$ cat config.mk
export PLATFORM = sky130hd
export DESIGN_NAME = mux_pipe_n
export DESIGN_NICKNAME = d
export VERILOG_FILES = /design/src/rtl/mux_pipe_n_pkg.sv /design/src/rtl/mux_pipe_stage.sv /design/src/rtl/mux_pipe_n.sv
export SDC_FILE = /design/constraint.sdc
export NUM_CORES = 1
export LEC_CHECK = 0
export CAP_MARGIN = 25
export CORE_MARGIN = 3
export CORE_UTILIZATION = 33
export CTS_BUF_LIST = sky130_fd_sc_hd__clkbuf_16
export DETAILED_ROUTE_END_ITERATION = 12
export PLACE_DENSITY = 0.82
export SETUP_SLACK_MARGIN = 0.15
export SLEW_MARGIN = 10
export SYNTH_ARGS = -nofsm -noshare
export SYNTH_HDL_FRONTEND = slang
export SYNTH_SLANG_ARGS = --single-unit
export TNS_END_PERCENT = 30
$ cat constraint.sdc
create_clock -name clk_i -period 2.1 [get_ports clk_i]
set_clock_uncertainty 0.2 [all_clocks]
set_input_delay 0.42 -clock clk_i [delete_from_list [all_inputs] [get_ports clk_i]]
set_output_delay 0.42 -clock clk_i [all_outputs]
set_load 0.1 [all_outputs]
$ cat src/rtl/mux_pipe_n_pkg.sv
// Shared constants and helpers for the pipelined N-input selector.
package mux_pipe_n_pkg;

  function automatic int unsigned clog2(input int unsigned value);
    int unsigned result;
    result = 0;
    while ((32'd1 << result) < value) begin
      result++;
    end
    return result;
  endfunction

  // A select port is never narrower than one bit, even for a single-input mux.
  function automatic int unsigned sel_width(input int unsigned n_in);
    return (clog2(n_in) < 1) ? 1 : clog2(n_in);
  endfunction

  // Forwarding select encodings used by the CPU datapath.
  localparam logic [1:0] FWD_NONE = 2'd0;
  localparam logic [1:0] FWD_EX   = 2'd1;
  localparam logic [1:0] FWD_MEM  = 2'd2;
  localparam logic [1:0] FWD_WB   = 2'd3;

endpackage

$ cat src/rtl/mux_pipe_stage.sv
// One elastic valid/data register slice with a combinational ready chain and flush.
module mux_pipe_stage #(
  parameter int unsigned WIDTH = 32
) (
  input  logic             clk_i,
  input  logic             rst_i,
  input  logic             flush_i,
  input  logic             valid_i,
  input  logic [WIDTH-1:0] data_i,
  input  logic             rdy_next_i,
  output logic             rdy_o,
  output logic             valid_o,
  output logic [WIDTH-1:0] data_o
);

  logic             valid_q, valid_d;
  logic [WIDTH-1:0] data_q, data_d;

  assign rdy_o   = ~valid_q | rdy_next_i;
  assign valid_o = valid_q;
  assign data_o  = data_q;

  always_comb begin
    valid_d = valid_q;
    data_d  = data_q;
    if (flush_i) begin
      valid_d = 1'b0;
    end else if (valid_i && rdy_o) begin
      valid_d = 1'b1;
      data_d  = data_i;
    end else if (rdy_next_i) begin
      // Our beat (if any) moved downstream and nothing replaced it.
      valid_d = 1'b0;
    end
  end

  always_ff @(posedge clk_i or negedge rst_i) begin
    if (!rst_i) begin
      valid_q <= 1'b0;
      data_q  <= '0;
    end else begin
      valid_q <= valid_d;
      data_q  <= data_d;
    end
  end

endmodule

$ cat src/rtl/mux_pipe_n.sv
// N-input selector feeding an elastic pipeline of register slices, with flush,
// occupancy count and sticky out-of-range select detection.
module mux_pipe_n
  import mux_pipe_n_pkg::*;
#(
  parameter int unsigned N_IN   = 4,
  parameter int unsigned WIDTH  = 32,
  parameter int unsigned STAGES = 1,
  localparam int unsigned SEL_W = sel_width(N_IN),
  localparam int unsigned CntW  = clog2(STAGES + 1)
) (
  input  logic                  clk_i,
  input  logic                  rst_i,
  input  logic                  valid_i,
  output logic                  ready_o,
  input  logic [SEL_W-1:0]      select_i,
  input  logic [N_IN*WIDTH-1:0] data_i,
  input  logic                  flush_i,
  output logic                  valid_o,
  input  logic                  ready_i,
  output logic [WIDTH-1:0]      data_o,
  output logic [CntW-1:0]       count_o,
  output logic                  sel_err_o,
  input  logic                  clr_err_i
);

  logic [STAGES:0]   rdy;
  logic [STAGES-1:0] v;
  logic [WIDTH-1:0]  d [STAGES];
  logic [WIDTH-1:0]  sel_data;
  logic              sel_bad;
  logic              accept;
  logic              sel_err_q, sel_err_d;

  // Out-of-range selects fall back to input 0.
  always_comb begin
    sel_data = data_i[WIDTH-1:0];
    for (int unsigned k = 0; k < N_IN; k++) begin
      if (select_i == SEL_W'(k)) begin
        sel_data = data_i[k*WIDTH +: WIDTH];
      end
    end
  end

  assign rdy[STAGES] = ready_i;

  for (genvar k = 0; k < STAGES; k++) begin : g_stage
    logic             in_valid;
    logic [WIDTH-1:0] in_data;

    if (k == 0) begin : g_head
      assign in_valid = valid_i;
      assign in_data  = sel_data;
    end else begin : g_body
      assign in_valid = v[k-1];
      assign in_data  = d[k-1];
    end

    mux_pipe_stage #(
      .WIDTH(WIDTH)
    ) u_stage (
      .clk_i     (clk_i),
      .rst_i     (rst_i),
      .flush_i   (flush_i),
      .valid_i   (in_valid),
      .data_i    (in_data),
      .rdy_next_i(rdy[k+1]),
      .rdy_o     (rdy[k]),
      .valid_o   (v[k]),
      .data_o    (d[k])
    );
  end

  assign ready_o = rdy[0];
  assign valid_o = v[STAGES-1];
  assign data_o  = d[STAGES-1];

  always_comb begin
    count_o = '0;
    for (int unsigned k = 0; k < STAGES; k++) begin
      count_o = count_o + CntW'(v[k]);
    end
  end

  // A power-of-two input count leaves no unused select codes.
  if (N_IN == (32'd1 << SEL_W)) begin : g_no_err
    assign sel_bad = 1'b0;
  end else begin : g_err
    assign sel_bad = (32'(select_i) >= N_IN);
  end

  assign accept = valid_i & ready_o & ~flush_i;

  always_comb begin
    sel_err_d = sel_err_q;
    if (accept && sel_bad) begin
      sel_err_d = 1'b1;
    end else if (clr_err_i) begin
      sel_err_d = 1'b0;
    end
  end

  always_ff @(posedge clk_i or negedge rst_i) begin
    if (!rst_i) begin
      sel_err_q <= 1'b0;
    end else begin
      sel_err_q <= sel_err_d;
    end
  end

  assign sel_err_o = sel_err_q;

endmodule
==> results.py <==
metrics = {
    "outcome": {
        "status": "finished, final reports clean",
    },
    "detailed_routing": {
        "drc": 0,
        "dr.pass1.iters": 4,
        "drt_iter0_markers": 24,
        "ant_nets": 0,
        "via_per_inst": 4.93,
        "vias": 1810,
        "routed_wl_um": 6900,
        "avgRoutedWirePerCell_um": 18.8,
    },
    "worst_setup_path": {
        "crit_family": "flip-flops",
        "crit_arrival_ns": 1.83,
        "cp.required_ns": 2.05,
        "slowest_stage": "dfrtp_4",
        "critPathCaptureType": "register",
        "critPathKind": "reg -> reg",
        "critPathMaxStageDelay_ns": 0.47,
        "cp-start-kind": "register",
        "rrSetupSlack_ns": 0.22,
        "crit_chain": "nor2b_4, buf_4, nor3b_4, buf_6, buf_12, mux2_4",
        "cp_num_buf_inv": 3,
        "crit_fanout": 9,
    },
    "clock_tree": {
        "root_buffer": "clkbuf_16",
        "cts_num_sinks": 33,
        "clkTransAtPathRegs_ns": 0.05,
        "clock_path_buffers": 2,
        "h-tree-depth": 2,
        "tritoncts": "yes",
        "worstSkewPairLatency_ns": 0.26,
        "postCtsHoldBufs": 0,
        "cts_buffers": 5,
    },
    "placement": {
        "placed_area_sq_um": 4330,
        "gp_congestion": 0.771,
        "port_buffers": 169,
        "dp_hpwl_um": 5810,
    },
    "yosys": {
        "seq_area_frac_synth_pct": 38.1,
        "synth_top_area_share_pct": 38.1,
        "yosysWarnings": 0,
        "syn_nets": 251,
        "synthTopCellsByArea": "dfrtp_1 (38%), mux4_2 (31%), mux2_4 (21%)",
        "ys_seq_elements": 33,
        "netlist_area_sq_um": 2170,
        "yosys.area.top_type": "dfrtp_1",
        "syn_area_per_cell_sq_um": 18.8,
        "post_synth_num_cell_types": 13,
        "synthCells": 115,
    },
    "timing": {
        "fin_crit_ns": 1.88,
        "finalCritPeriodShare_pct": 89.5,
        "rsz0062_at_grt": "no",
        "worstMarginPinSlew_ns": 0.736,
        "fmax_ghz": 0.532,
        "setup_tns_ns": 0,
        "slew_viol_final": 0,
        "slew-limit-headroom_pct": 50.9,
        "setup_violations": 0,
        "finalHoldViolCount": 0,
    },
    "pwr": {
        "power.density_nw_per_um2": 899,
        "swShare_pct": 41.6,
        "total_power_uw": 4060,
        "power_frac_seq_pct": 23.0,
        "power.switching_uw": 1690,
        "leakage_uw": 0.00186,
        "clockPowerShare_pct": 19.5,
        "p_int_uw": 2380,
        "comb_power_share_pct": 57.5,
        "max-vdd-ir-drop_mv": 0.598,
    },
    "cells_and_area": {
        "syn2layout_area_growth_pct": 109,
        "final_cell_area_sq_um": 4520,
        "utilization_pct": 73.7,
        "drive_above_1_share_pct": 41.8,
        "nNetsFinal": 427,
        "nFillCells": 393,
        "mostFrequentLayoutCell": "clkdlybuf4s50_1",
        "diodes": 0,
        "final_cell_mix": "clkdlybuf4s50_1 (131), buf_12 (39), dfrtp_1 (32)",
    },
    "job": {
        "drv_cap": 0,
    },
    "global_route": {
        "grt.total_usage_pct": 19.0,
        "grt_pass1_vias": 2113,
        "grt-ovfl-total": 0,
        "antenna_found_initial": 0,
        "grt_max_degree": 34,
        "grt_pass1_wl_um": 11000,
    },
    "floorplan": {
        "ios": 172,
        "die_area_sq_um": 7570,
        "initial_core_util_pct": 35.3,
        "dieHeight_um": 87.0,
        "num_rows": 28,
        "die_w_um": 87.0,
        "core_sq_um": 6130,
    },
    "hold_path": {
        "hp-class": "in -> async",
    },
}
-- layout make-up --
class,count,area (sq um),share of cell area (%)
tap,75,93.8,2.08
clock inverter,3,38.8,0.858
multi-input combinational,69,1240,27.6
clock buffer,5,125,2.77
inverter,1,7.51,0.166
sequential,33,830,18.4
timing repair buffer,181,2180,48.2
-- cell usage after synthesis, drive strengths merged --
library cell  number
buf                9
clkbuf             3
conb               1
dfrtp             33
inv                1
mux2              32
mux4              32
nor2               2
nor2b              1
nor3b              1
-- registers in the layout (all words and copies together) (netlist names) --
name and cells:
g_stage.u_stage.data_o 32, g_stage.u_stage.valid_o 1
-- per-stage QoR --
stage / instances / setup slack (ns) / hold WS, ns
4_1_cts: 366 / 0.163 / 0.0514
5_1_grt: 367 / 0.142 / 0.0771
3_5_place_dp: 357 / -0.0654 / 0.340
3_3_place_gp: 357 / -0.0138 / 0.319
6_report: 367 / 0.220 / 0.0154
2_1_floorplan: 115 / 0.175 / -0.0756
-- path summary, 6_finish.rpt --
path	depth (start not counted)	endpoint	start
max	6	g_stage[0].u_stage.data_o[14]	g_stage[0].u_stage.valid_o
max reg2reg	6	g_stage[0].u_stage.data_o[14]	g_stage[0].u_stage.valid_o
max in group asynchronous	1	g_stage[0].u_stage.valid_o	rst_i
min	1	g_stage[0].u_stage.data_o[19]	rst_i
min reg2reg	1	g_stage[0].u_stage.data_o[14]	g_stage[0].u_stage.data_o[14]
min in group clk_i	1	g_stage[0].u_stage.data_o[14]	g_stage[0].u_stage.data_o[14]
-- power groups by stage --
stage / Clock [uW] / Combinational, uW / Sequential, uW
6_report: 792 / 2340 / 935
3_3_place_gp: 0 / 2330 / 938
3_5_place_dp: 0 / 2350 / 943
4_1_cts: 812 / 2350 / 939
5_1_grt: 835 / 2400 / 954
2_1_floorplan: 0 / 400 / 1870
-- layer usage --
layer  GRT usage [%]  wire, um  vias up  share of wire, %
met3            5.30       581        6               8.4
met1            20.9      2340      890                34
li1                -         -      818                 -
met5               0         0        -                 0
met4            4.82        94        0               1.4
met2            35.7      3890       96                56
-- timing repair --
action | 4_1_cts | 5_1_grt
endpoints found under the setup margin | 1 | 30
resized for setup | 1 | 2
cloned | 0 | 0
setup buffers | 1 | 1
pin swaps | 0 | 1
-- cell families after synthesis --
kind of cell           after synthesis  synth area share, %
flip-flops                          33                 38.1
buffers and inverters               13                 5.03
AND/OR/NAND/NOR                      4                 1.21
multiplexers                        64                 55.5
other                                1                0.173
-- worst register-to-register path, stage by stage (launching register included) --
cell and delay, ns:
dfrtp_4 0.47, nor2b_4 0.13, buf_4 0.13, nor3b_4 0.23, buf_6 0.16, buf_12 0.14, mux2_4 0.30
No activity file was read; power rests on OpenSTA's default activity.
